`src/rtl/capture_sequencer.sv`:
```
`default_nettype none
// ============================================================================
// Module   : capture_sequencer
// Brief    : Single triggered-capture sequencer for the ADC sample FIFO.
//            It runs pre-trigger fill, a rolling window, threshold trigger,
//            post-trigger collection and a word-by-word SPI drain.
// Revision : 1.0  initial release
// ============================================================================
module capture_sequencer #(
  parameter int PRETRIG_DEPTH      = 10,
  parameter int THRESHOLD          = 32,
  parameter int VALID_COUNT_NEEDED = 4,
  parameter int POSTTRIG_SAMPLES   = 20
) (
  input  logic        clk,
  input  logic        rst,
  input  logic        enable,
  input  logic        sample_valid,
  input  logic [15:0] sample_data,
  input  logic        fifo_full,
  input  logic        fifo_empty,
  input  logic        spi_done,
  output logic [15:0] fifo_wdata,
  output logic        fifo_write,
  output logic        fifo_read,
  output logic        fifo_clear,
  output logic        data_avail,
  output logic        capture_done,
  output logic        overflow,
  output logic [2:0]  state_dbg
);

  localparam int c_pre_w  = $clog2(PRETRIG_DEPTH + 1);
  localparam int c_hit_w  = $clog2(VALID_COUNT_NEEDED + 1);
  localparam int c_post_w = $clog2(POSTTRIG_SAMPLES + 1);

  localparam logic [c_pre_w-1:0]  c_pre_last  = c_pre_w'(PRETRIG_DEPTH - 1);
  localparam logic [c_hit_w-1:0]  c_hit_last  = c_hit_w'(VALID_COUNT_NEEDED - 1);
  localparam logic [c_post_w-1:0] c_post_last = c_post_w'(POSTTRIG_SAMPLES - 1);
  localparam logic [16:0]         c_thresh    = 17'(THRESHOLD);

  typedef enum logic [2:0] {
    IDLE     = 3'd0,
    PREFILL  = 3'd1,
    ARMED    = 3'd2,
    POST     = 3'd3,
    SETTLE   = 3'd4,
    DRAIN    = 3'd5,
    WAIT_SPI = 3'd6
  } state_t;

  state_t                r_state;
  logic [c_pre_w-1:0]    r_pre_cnt;
  logic [c_hit_w-1:0]    r_hit_cnt;
  logic [c_post_w-1:0]   r_post_cnt;
  logic [15:0]           w_mag;
  logic                  w_qual;

  // Most-negative code has no positive twin, so it saturates to full scale.
  always_comb begin
    w_mag = sample_data;
    if (sample_data[15]) begin
      w_mag = (sample_data == 16'h8000) ? 16'h7fff : (~sample_data + 16'd1);
    end
  end

  assign w_qual    = ({1'b0, w_mag} >= c_thresh);
  assign state_dbg = r_state;

  always_ff @(posedge clk) begin
    if (rst) begin
      r_state      <= IDLE;
      r_pre_cnt    <= '0;
      r_hit_cnt    <= '0;
      r_post_cnt   <= '0;
      fifo_wdata   <= '0;
      fifo_write   <= 1'b0;
      fifo_read    <= 1'b0;
      fifo_clear   <= 1'b0;
      data_avail   <= 1'b0;
      capture_done <= 1'b0;
      overflow     <= 1'b0;
    end else begin
      fifo_write   <= 1'b0;
      fifo_read    <= 1'b0;
      fifo_clear   <= 1'b0;
      capture_done <= 1'b0;
      case (r_state)
        IDLE: begin
          data_avail <= 1'b0;
          if (enable) begin
            fifo_clear <= 1'b1;
            r_pre_cnt  <= '0;
            r_hit_cnt  <= '0;
            r_post_cnt <= '0;
            overflow   <= 1'b0;
            r_state    <= PREFILL;
          end
        end
        PREFILL: begin
          if (sample_valid) begin
            fifo_write <= 1'b1;
            fifo_wdata <= sample_data;
            r_pre_cnt  <= r_pre_cnt + 1'b1;
            if (r_pre_cnt == c_pre_last) r_state <= ARMED;
          end
          if (!enable) r_state <= IDLE;
        end
        ARMED: begin
          // Pop and push together keeps the window at a constant depth.
          if (sample_valid) begin
            fifo_read  <= 1'b1;
            fifo_write <= 1'b1;
            fifo_wdata <= sample_data;
            if (!w_qual) begin
              r_hit_cnt <= '0;
            end else if (r_hit_cnt == c_hit_last) begin
              r_hit_cnt  <= '0;
              r_post_cnt <= '0;
              r_state    <= POST;
            end else begin
              r_hit_cnt <= r_hit_cnt + 1'b1;
            end
          end
          if (!enable) r_state <= IDLE;
        end
        POST: begin
          if (sample_valid) begin
            if (fifo_full) begin
              overflow <= 1'b1;
              r_state  <= SETTLE;
            end else begin
              fifo_write <= 1'b1;
              fifo_wdata <= sample_data;
              r_post_cnt <= r_post_cnt + 1'b1;
              if (r_post_cnt == c_post_last) r_state <= SETTLE;
            end
          end
        end
        SETTLE: begin
          data_avail <= 1'b1;
          r_state    <= DRAIN;
        end
        DRAIN: begin
          if (fifo_empty) begin
            capture_done <= 1'b1;
            data_avail   <= 1'b0;
            r_state      <= IDLE;
          end else begin
            fifo_read <= 1'b1;
            r_state   <= WAIT_SPI;
          end
        end
        WAIT_SPI: begin
          if (spi_done) r_state <= DRAIN;
        end
        default: begin
          data_avail <= 1'b0;
          r_state    <= IDLE;
        end
      endcase
    end
  end

endmodule
`default_nettype wire

```
`config.mk`:
```
export PLATFORM = sky130hd
export DESIGN_NAME = capture_sequencer
export DESIGN_NICKNAME = d
export VERILOG_FILES = /design/src/rtl/capture_sequencer.sv
export SDC_FILE = /design/constraint.sdc
export NUM_CORES = 1
export LEC_CHECK = 0
export BUFFER_PORTS_ARGS = -buffer_cell sky130_fd_sc_hd__buf_2
export CORE_ASPECT_RATIO = 1.1
export CORE_MARGIN = 2
export CORE_UTILIZATION = 40
export DETAILED_ROUTE_END_ITERATION = 8
export PLACE_DENSITY = 0.67
export SLEW_MARGIN = 5
export SYNTH_ARGS = -nofsm -noshare
export SYNTH_HDL_FRONTEND = slang
export SYNTH_SLANG_ARGS = --single-unit
```
`constraint.sdc`:
```
create_clock -name clk -period 3.8 [get_ports clk]
set_clock_uncertainty 0.2 [all_clocks]
set_input_delay 0.38 -clock clk [delete_from_list [all_inputs] [get_ports clk]]
set_output_delay 0.38 -clock clk [all_outputs]
set_load 0.01 [all_outputs]
```
# Word-level counts from Yosys, hierarchy flattened
# Index checks and enable logic that the tools add are counted.
[word_totals] regBits=37 in_bits=23
[classes] add_sub_neg=4 order_cmp=1 eq_ne=27 n_mux=49 n_bitwise=4 reduce_logical=17
[op_table] cell="two-way mux 16 bit" count=5
[op_table] cell="two-way mux 3 bit" count=17
[op_table] cell="case mux 16 bit (2 select lines)" count=1
[op_table] cell="two-way mux 5 bit" count=6
[op_table] cell="case mux 3 bit (7 select lines)" count=1
[op_table] cell="!= test 2 bit, second input constant" count=10
[op_table] cell="!= test 3 bit, second input constant" count=6
[op_table] cell="adder 16 x 1 -> 16 bit, second input constant" count=1
[op_table] cell="== test 16 bit, second input constant" count=1
[op_table] cell="greater-or-equal comparator 16 x 6 -> 1 bit, second input constant" count=1
[op_table] cell="NOT 16 bit" count=1
[op_table] cell="case mux 5 bit (3 select lines)" count=1
[op_table] cell="two-way mux 1 bit" count=10
[op_table] cell="== test 3 x 2 -> 1 bit, second input constant" count=3
[op_table] cell="== test 3 bit, second input constant" count=3
[op_table] cell="AND reduction 9 bit" count=1
[op_table] cell="two-way mux 4 bit" count=2
[op_table] cell="case mux 4 bit (2 select lines)" count=1
[op_table] cell="AND reduction 4 bit" count=2
[op_table] cell="nonzero test 2 bit" count=4
[op_table] cell="AND reduction 7 bit" count=1
[op_table] cell="case mux 1 bit (2 select lines)" count=3
[op_table] cell="case mux 3 bit (2 select lines)" count=1
[op_table] cell="AND reduction 3 bit" count=2
[op_table] cell="other kinds (14)" count=18

# Depth between registers and ports, before layout
# Gate-level depths: netlist of run 1.
[logic_depth] depth_word=9 mapped_depth=9 mapped_depth_nobuf=9

# Worst setup path before layout of run 1
# OpenSTA, ideal clock, no wires.
[synth_path] path_kind="input to register" startpoint="in sample_data[0]" endpoint="reg r_post_cnt[2]" setup_ps=88 arrival_time_ps=2279 required_ps=3512 slack_ps=1232 stages=9 cell_sequence="inv_1 ha_1 or3b_2 o41ai_2 o221ai_1 nor4_2 nand3b_2 nand3_2 a311oi_2"
[synth_between] elab_chain_cells=7
[synth_rtl] item="start: declaration" line="19" text="input logic [15:0] sample_data,"
[synth_rtl] item="NOT 16 bit" line="63" text="w_mag = (sample_data == 16'h8000) ? 16'h7fff : (~sample_data + 16'd1);"
[synth_rtl] item="adder 16 x 1 -> 16 bit" line="63"
[synth_rtl] item="two-way mux 16 bit" line="63"
[synth_rtl] item="two-way mux 16 bit (*)" line="62" text="if (sample_data[15]) begin"
[synth_rtl] item="greater-or-equal comparator 16 x 6 -> 1 bit (*)" line="67" text="assign w_qual = ({1'b0, w_mag} >= c_thresh);"
[synth_rtl] item="!= test 2 bit (no line) (*)"
[synth_rtl] item="AND reduction 7 bit (no line) (*)"
[synth_rtl] item="end signal: assignment" line="135" text="r_post_cnt <= r_post_cnt + 1'b1;"
[synth_rtl] item="end: declaration" line="55" text="logic [c_post_w-1:0] r_post_cnt;"
# Every way passes the cells marked *; elsewhere a longest branch is shown, timed or not.
# A chain may end at the register's enable or synchronous reset.

# Worst setup path in the final report of run 1
[layout_path] startpoint="in sample_data[0]" endpoint="reg r_post_cnt[4]"
# The elaborated chain is that of the path after synthesis.

==> out/metrics.cfg, run 1 <==
[pwr]
power.internal_uw=771.2
power-per-cell-area_mw_per_mm2=442.3
power.clock.fraction_pct=37.8
ir_drop_v=0.0002194
leakage_uw=0.001085
finalPower_uw=1085
swShare_pct=28.91
p_comb_share_pct=21.0
switchingPower_uw=313.6
pwr-share-seq_pct=41.1

[logic_synthesis]
synth-main-ff-cell=dfxtp_1
synthTopCellsByArea=dfxtp_1 36%, nor2_1 7.7%, mux2i_1 7.3%
seq_area_frac_synth_pct=36.23
synth.distinct_cells=53
synthArstFlopShare_pct=0
synth_cells=247
syn-mean-instance-area_sq_um=8.277
yosys_warnings=0
synth-seq-cells=37
synth_edf_count=0
syn-cell-area_sq_mm=0.002044
yosys.area.top_type_share_pct=36.23
synth_nets=275
synth_top_area_cell=dfxtp_1

[clocking]
hold_buffers=0
cts_buffers=5
post_cts_buffers=0
cts-root-buf=clkbuf_8
cts.clk_slew.worst_paths_ns=0.08
insertion_delay_ns=0.30
clock-sinks=37
cts_resized=0
cts_tree=done
clockBufferDepth=2
cts_htree_levels=2

[placement]
dp.cells=342
dp_hpwl_microns=3442
gp_congestion=0.8703
io_buffer_count=47

[critical_path]
crit_chain=buf_2 > inv_1 > ha_1 > or3b_2 > o41ai_2 > o221ai_1 > nor4_2 > nand3b_2 > nand3_2 > a311oi_2
r2r_cells=7
crit_path_start_kind=primary input
slowest_stage=or3b_2
worstSetupEndpointType=flip-flop
worstPathArrival_ns=2.55
cp_max_fo=4
worst-setup-path-type=in -> reg
worstPathRequired_ns=3.81
cp_slowest_stage_delay_ns=0.48

[timing]
drv_slew=0
rsz0062_at_grt=false
fin_crit_sh_pct=66.89
finalSetupViolCount=0
max_slew_margin_pct=56.67
period_needed_ns=2.542
fmax_mhz=393.4
hold_slack_ns=0.1725
tightest_slew_ns=0.6499
tns_ns=0
final_hold_viol_count=0

[die]
coreArea_sq_mm=0.004966
std_cell_rows=27
dieArea_sq_mm=0.005700
die_w_microns=72.17
start_util_pct=41.17
die_y_microns=78.98
io_pins=48

[grt]
grt_pass1_vias=1850
grtUsageTotal_pct=17.99
grt_max_degree=34
grt_pass1_wl_microns=8183
grt_antenna_before_repair=0
grt_overflow_total=0

[drt]
remaining_drc_errors=0
wl_microns=4839
detail-route-antenna-nets=0
dr.first_iter.drc_count=116
first_pass_iters=4
viasPerCell=5.589
dr_total_vias=1956
avgRoutedWirePerCell_microns=13.83

[final_layout]
final_common_cell=buf_2
final_cell_mix=47 x buf_2, 42 x nor2_1, 37 x dfxtp_1, 16 x nand2_1, 15 x mux2i_1
final_nets=319
drive_above_1_share_pct=23.97
synthToLayoutAreaGrowth_pct=19.95
stdcell_count=350
n_antenna_cell=0

[run]
cap_violations=0

[hold_path]
hold_path_class=in -> reg
whs_path_depth=3

[run_status]
outcome=finished clean

path summary, 6_finish.rpt:
kind	endpoint	from	slack (ns)
min	fifo_wdata[3]$_SDFFE_PP0P_	sample_data[3]	0.17
max	r_post_cnt[4]$_SDFFE_PP0P_	sample_data[0]	1.26
max reg2reg	r_post_cnt[4]$_SDFFE_PP0P_	state_dbg[0]$_SDFFE_PP0P_	1.47
min reg2reg	r_hit_cnt[2]$_SDFFE_PP0P_	r_hit_cnt[2]$_SDFFE_PP0P_	0.28
cell families (layout without fill, tap and decap cells):
group	count (synthesis)	in the layout	share of synthesized area, %
AND/OR/NAND/NOR	112	112	28.34
AO/OA/AOI/OAI	54	54	19.52
flip-flops	37	37	36.23
buffers and inverters	21	66	4.223
multiplexers	15	15	7.344
adder cells (fa/ha/maj)	5	5	3.060
XOR/XNOR	3	3	1.285
critical path: cells and delay by family:
family	cells	cell delay, ns
AND/OR/NAND/NOR	4	1.10
AO/OA/AOI/OAI	3	0.75
buffers and inverters	2	0.17
adder cells (fa/ha/maj)	1	0.15
Yosys cell counts (all sizes together) (2+ instances only):
cell    instances
a211oi          3
a21oi          14
a22oi           3
a311oi          3
a31o            2
a31oi           4
a41oi           2
and4b           2
buf             4
clkbuf          9
dfxtp          37
ha              5
inv             8
mux2i          15
nand2          16
nand3           8
nand3b          3
nand4           6
nor2           42
nor2b           6
nor3            8
nor3b           2
nor4            5
o21a            2
o21ai           8
o221ai          2
or3             5
or4             3
xor2            2
registers in the layout (all words and copies together), names as in the netlist:
name / flops
fifo_write: 1
data_avail: 1
fifo_read: 1
state_dbg: 3
fifo_wdata: 16
r_hit_cnt: 3
capture_done: 1
r_post_cnt: 5
overflow: 1
r_pre_cnt: 4
fifo_clear: 1
area by class of cell:
cell class	instances	area, sq um
clock buffers	5	68.82
repair buffers	50	257.7
fillers	492	2514
well taps	58	72.57
inverters	8	30.03
clock inverters	3	65.06
multi-input cells	189	1217
flip-flops and latches	37	740.7
power groups by stage:
stage               sequential (uW)  clock [uW]  combinational, uW
floorplan                       451           0                160
global placement                454           0                226
detailed placement              455           0                230
CTS                             446         422                231
global route                    452         434                259
finish                          446         410                228
routing by layer:
layer | share of wire [%] | track usage [%]
met1 | 45 | 20.74
met2 | 49 | 32.02
met3 | 5.2 | 4.061
met4 | 0.87 | 6.604
met5 | 0 | 0
metrics by stage:
stage,util [%],instance area (sq um),setup WS (ns)
after floorplan,-,2044,1.232
after global placement,46.69,2318,1.006
after detailed placement,46.69,2318,0.9374
after CTS,49.38,2452,1.251
after global routing,49.38,2452,1.068
final,49.38,2452,1.258
(Power assumes the default switching activity.)
==> run 2: changes to the inputs <==
- PLACE_DENSITY: 0.67 -> 0.7
- clock period: 3.8 -> 2.3 ns (I/O delays scaled with it)
==> run 2 against run 1 <==
Effect of this change: die area stayed put; critical path depth decreased by 2; highest routed layer unchanged; first-iteration DRC count is 80% higher; design area is 6.9% higher; non-clock buffer count is 17 higher; critical path type unchanged; worst setup slack got worse by 1.2 ns; combinational power rose by 98%; sequential power up 61%; power grew 49%; wire length up 2.6%; flip-flop and latch count unchanged; largest power group unchanged; cell count grew 4.9%; critical endpoint is now r_post_cnt[3]$_SDFFE_PP0P_.
==> out/metrics.cfg, run 2 (same netlist as run 1, synthesis figures left out) <==
[drt]
avgRoutedWirePerCell_microns=13.53
dr_total_vias=2055
wl_microns=4966
viasPerCell=5.599
first_pass_iters=5
remaining_drc_errors=0
dr.first_iter.drc_count=209
detail-route-antenna-nets=0

[final_layout]
largest_reg_flops=16
drive_above_1_share_pct=29.77
final_cell_mix=43 x buf_2, 42 x nor2_1, 37 x dfxtp_1, 20 x buf_4, 16 x nand2_1
multiInputGateArea_sq_mm=0.001277
seqCellArea_sq_um=740.7
largestRegisters=fifo_wdata x16, r_post_cnt x5, r_pre_cnt x4
final_area_sq_mm=0.002623
n_antenna_cell=0
final_nets=336
final_common_cell=buf_2
n_fill_cell=464
synthToLayoutAreaGrowth_pct=28.27
top_register=fifo_wdata

[critical_path]
rrSetupSlack_ns=0.18
worstSetupEndpointType=flip-flop
worstPathArrival_ns=2.23
worstPathRequired_ns=2.30
rr_endpoint=r_post_cnt[1]$_SDFFE_PP0P_
crit_chain=buf_6 > or4_4 > o41ai_4 > o221ai_2 > nor4_2 > nand3b_4 > nand3_4 > a311oi_2
crit_buf_inv=1
cp_max_fo=4
r2r_cells=7
cp_top_family=simple AND/OR/NAND/NOR gates
timing.rr.start=r_hit_cnt[0]$_SDFFE_PP0P_
crit_path_start_kind=primary input
cp_slowest_stage_delay_ns=0.55
cp-startpoint=sample_data[7]
slowest_stage=or4_4
worst-setup-path-type=in -> reg

[run_status]
outcome=finished clean

[clocking]
cts_buffers=5
cts-root-buf=clkbuf_8
cts.clk_slew.worst_paths_ns=0.08
insertion_delay_ns=0.29
cts_htree_levels=2
cts_tree=done
clockBufferDepth=2
hold_buffers=0
clock-sinks=37

[grt]
grt_antenna_before_repair=0
grt_pass1_vias=1833
grt_overflow_total=0
grtUsageTotal_pct=17.50
grt_max_degree=23
grt_pass1_wl_microns=8031

[pwr]
leakage_uw=0.001173
ir_drop_v=0.0002873
power-per-cell-area_mw_per_mm2=617.4
finalPower_uw=1619

[timing]
tightest_slew_ns=0.6013
period_needed_ns=2.229
rsz0062_at_grt=true
finalWorstSetupSlack_ns=0.07135
fin_crit_sh_pct=96.90
drv_slew=0
finalSetupViolCount=0
tns_ns=0
fmax_mhz=448.7
final_hold_viol_count=0
hold_slack_ns=0.02070
max_slew_margin_pct=59.55

[placement]
post-place-ws_ns=-0.1911
placed_cell_area_sq_mm=0.002450
io_buffer_count=47
dp_hpwl_microns=3646
gp_congestion=0.8829

[die]
die_y_microns=78.98
die_w_microns=72.17
start_util_pct=41.17
io_pins=48
coreArea_sq_mm=0.004966
dieArea_sq_mm=0.005700
std_cell_rows=27

[hold_path]
hold_path_class=in -> reg
hold_end=capture_done$_SDFF_PP0_
whs_path_depth=2
worstHoldStart=fifo_empty

[run]
cap_violations=0

-- run 2: stage by stage --
| stage | cells | util (%) |
|---|---|---|
| 6_report | 367 | 52.81 |
| 3_3_place_gp | 358 | 49.33 |
| 2_1_floorplan | 247 | - |
| 3_5_place_dp | 358 | 49.33 |
| 4_1_cts | 366 | 51.07 |
| 5_1_grt | 367 | 52.81 |
-- run 2: layout make-up --
class	count	share of cell area, %
inverter	8	1.336
tap	58	2.767
multi-input combinational	189	48.71
clock buffer	5	2.624
sequential	37	28.24
timing repair buffer	67	15.65
clock inverter	3	0.6679
-- run 2: worst max path at each step --
stage,endpoint,cells past startpoint,slack [ns]
2_1_floorplan,r_post_cnt[2]$_SDFFE_PP0P_,8,0.001
3_3_place_gp,r_post_cnt[3]$_SDFFE_PP0P_,10,-0.13
3_5_place_dp,r_post_cnt[4]$_SDFFE_PP0P_,10,-0.19
4_1_cts,r_post_cnt[2]$_SDFFE_PP0P_,10,0.11
5_1_grt,r_post_cnt[3]$_SDFFE_PP0P_,10,-0.05
6_report,r_post_cnt[3]$_SDFFE_PP0P_,8,0.07
-- run 2: power breakdown --
| group | switching [uW] | internal, uW | total, uW |
|---|---|---|---|
| Clock | 239 | 209 | 448 |
| Sequential | 32.4 | 687 | 719 |
| Combinational | 257 | 195 | 452 |
-- run 2: timing repair --
action                     4_1_cts  5_1_grt
setup endpoints to repair        0        8
gates resized for setup          0       17
setup buffers                    0        1
-- run 2: worst register-to-register path, cell delays in order, from the launching register on --
cell      delay [ns]
dfxtp_1         0.35
ha_1            0.17
nor2b_1         0.24
o21bai_1        0.11
a21oi_2         0.27
nand4_1         0.28
a31o_2          0.31
a21oi_1         0.13
-- run 2: metal layers --
layer	GRT usage (%)	wire, microns	vias up
li1	-	-	1030
met1	20.79	2160	959
met2	30.92	2502	62
met3	3.807	267	4
met4	5.660	36	0
met5	0	0	-
==> run 3: changes to the inputs <==
- BUFFER_PORTS_ARGS: -buffer_cell sky130_fd_sc_hd__buf_2 -> unset
- DONT_BUFFER_PORTS: unset -> 1
- PLACE_DENSITY: 0.7 -> 0.61
- SLEW_MARGIN: 5 -> 20
==> run 3 against run 2 <==
Effect of this change: register-to-register slack improved by 0.06 ns; sequential power rose by 3.8%; utilization fell by 3.1 points; combinational power fell by 22%; clock-buffer cell count rose by 1; sequential share of layout area rose by 1.8 points; worst hold slack got worse by 0.011 ns; cell count fell by 10%; clock power rose by 32%; critical path type unchanged; largest cell class unchanged.
==> out/metrics.cfg, run 3 (same netlist as run 1, synthesis figures left out) <==
[critical_path]
rr_endpoint=fifo_read$_SDFF_PP0_
timing.rr.start=state_dbg[0]$_SDFFE_PP0P_
rrSetupSlack_ns=0.24
worst-setup-path-type=in -> reg
cp_slowest_stage_delay_ns=0.39
crit_buf_inv=1
slowest_stage=or3b_4
worstSetupEndpointType=flip-flop
worstPathRequired_ns=2.30
cp_max_fo=4
crit_chain=inv_1 > ha_1 > or3b_4 > o41ai_2 > o221ai_1 > nor4_2 > nand3b_4 > nand3_2 > a311oi_2
r2r_cells=5
crit_path_start_kind=primary input
worstPathArrival_ns=2.14
cp_top_family=simple AND/OR/NAND/NOR gates

[die]
coreArea_sq_mm=0.004966
io_pins=48
dieArea_sq_mm=0.005700
std_cell_rows=27
die_w_microns=72.17
die_y_microns=78.98
start_util_pct=41.17

[timing]
tns_ns=0
tightest_slew_ns=0.3991
hold_slack_ns=0.009231
finalSetupViolCount=0
period_needed_ns=2.135
rsz0062_at_grt=false
fin_crit_sh_pct=92.81
final_hold_viol_count=0
fmax_mhz=468.4
drv_slew=0
max_slew_margin_pct=73.15

[grt]
grt_pass1_vias=1876
grt_antenna_before_repair=0
grtUsageTotal_pct=19.02
grt_max_degree=34
grt_pass1_wl_microns=8542
grt_overflow_total=0

[drt]
first_pass_iters=4
detail-route-antenna-nets=0
dr.first_iter.drc_count=139
wl_microns=4966
avgRoutedWirePerCell_microns=15.09
viasPerCell=5.763
dr_total_vias=1896
remaining_drc_errors=0

[hold_path]
hold_path_class=in -> reg
whs_path_depth=3
worstHoldStart=sample_valid
hold_end=r_post_cnt[1]$_SDFFE_PP0P_

[final_layout]
largestRegisters=fifo_wdata x16, r_post_cnt x5, r_pre_cnt x4
largest_reg_flops=16
top_register=fifo_wdata
n_fill_cell=493
synthToLayoutAreaGrowth_pct=20.62
final_nets=298
drive_above_1_share_pct=12.55
final_common_cell=nor2_1
final_cell_mix=42 x nor2_1, 37 x dfxtp_1, 16 x nand2_1, 16 x dlygate4sd3_1, 15 x mux2i_1
n_antenna_cell=0

[pwr]
power-per-cell-area_mw_per_mm2=685.1
leakage_uw=0.0009908
ir_drop_v=0.0003066

[clocking]
clockBufferDepth=2
cts-root-buf=clkbuf_8
cts_tree=done
clock-sinks=37
cts_buffers=5
insertion_delay_ns=0.29
cts_htree_levels=2
post_cts_buffers=0
cts.clk_slew.worst_paths_ns=0.07

[placement]
io_buffer_count=0
dp_hpwl_microns=3494
gp_congestion=0.8883

[run]
cap_violations=0

[run_status]
outcome=finished clean

[run 3: cell types whose count changed in the layout (fill, tap and decap cells not counted), sizes merged]
cell / change
buf: -54
dlygate4sd3: +16
clkinv: -2
bufinv: +1
clkbuf: +1
[run 3: worst max path at each step]
| stage | startpoint | cells past startpoint | to | slack [ns] |
|---|---|---|---|---|
| 2_1_floorplan | sample_data[5] | 8 | r_post_cnt[2]$_SDFFE_PP0P_ | 0.001 |
| 3_3_place_gp | sample_data[0] | 9 | r_post_cnt[3]$_SDFFE_PP0P_ | -0.03 |
| 3_5_place_dp | sample_data[0] | 9 | r_post_cnt[4]$_SDFFE_PP0P_ | -0.15 |
| 4_1_cts | r_hit_cnt[0]$_SDFFE_PP0P_ | 7 | r_post_cnt[4]$_SDFFE_PP0P_ | 0.11 |
| 5_1_grt | sample_data[0] | 9 | r_post_cnt[4]$_SDFFE_PP0P_ | 0.03 |
| 6_report | sample_data[0] | 9 | r_post_cnt[4]$_SDFFE_PP0P_ | 0.17 |
[run 3: routing by layer]
layer | vias to the layer above | track usage (%) | wire length (microns)
li1 | 954 | - | -
met1 | 884 | 21.51 | 2097
met2 | 52 | 32.75 | 2432
met3 | 6 | 6.218 | 352
met4 | 0 | 7.358 | 82
met5 | - | 0 | 0
[run 3: cell type report]
| type | count | area, sq um | share of cell area, % |
|---|---|---|---|
| sequential | 37 | 740.7 | 30.04 |
| timing repair buffer | 29 | 270.3 | 10.96 |
| clock inverter | 2 | 37.54 | 1.522 |
| inverter | 8 | 30.03 | 1.218 |
| tap | 58 | 72.57 | 2.943 |
| multi-input combinational | 189 | 1232 | 49.97 |
| clock buffer | 6 | 82.58 | 3.349 |
[run 3: stage by stage]
step / total power (uW) / utilization (%) / worst slack (ns) / area (sq um) / std cells
2_1_floorplan: 1013 / - / 0.001229 / 2056 / 247
3_3_place_gp: 1070 / 43.54 / -0.03377 / 2162 / 304
3_5_place_dp: 1076 / 43.54 / -0.1498 / 2162 / 304
4_1_cts: 1711 / 49.58 / 0.1112 / 2462 / 329
5_1_grt: 1786 / 49.66 / 0.03301 / 2466 / 329
6_report: 1690 / 49.66 / 0.1653 / 2466 / 329
[run 3: worst register-to-register path, cell delays in order, from the launching register on]
cell and delay [ns]:
dfxtp_1 0.51, buf_4 0.21, nand2_1 0.07, or3_1 0.34, a21oi_1 0.12, dlygate4sd3_1 0.55
[run 3: timing repair]
| item | in CTS | in global routing |
|---|---|---|
| endpoints found under the setup margin | 0 | 3 |
| gates resized for setup | 0 | 1 |
| hold buffers | 17 | 0 |
| hold endpoints to repair | 37 | 0 |
[run 3: where the power goes]
group	total, uW	switching [uW]	internal (uW)
clock network	592	240	353
registers	746	58.8	687
logic	352	189	163
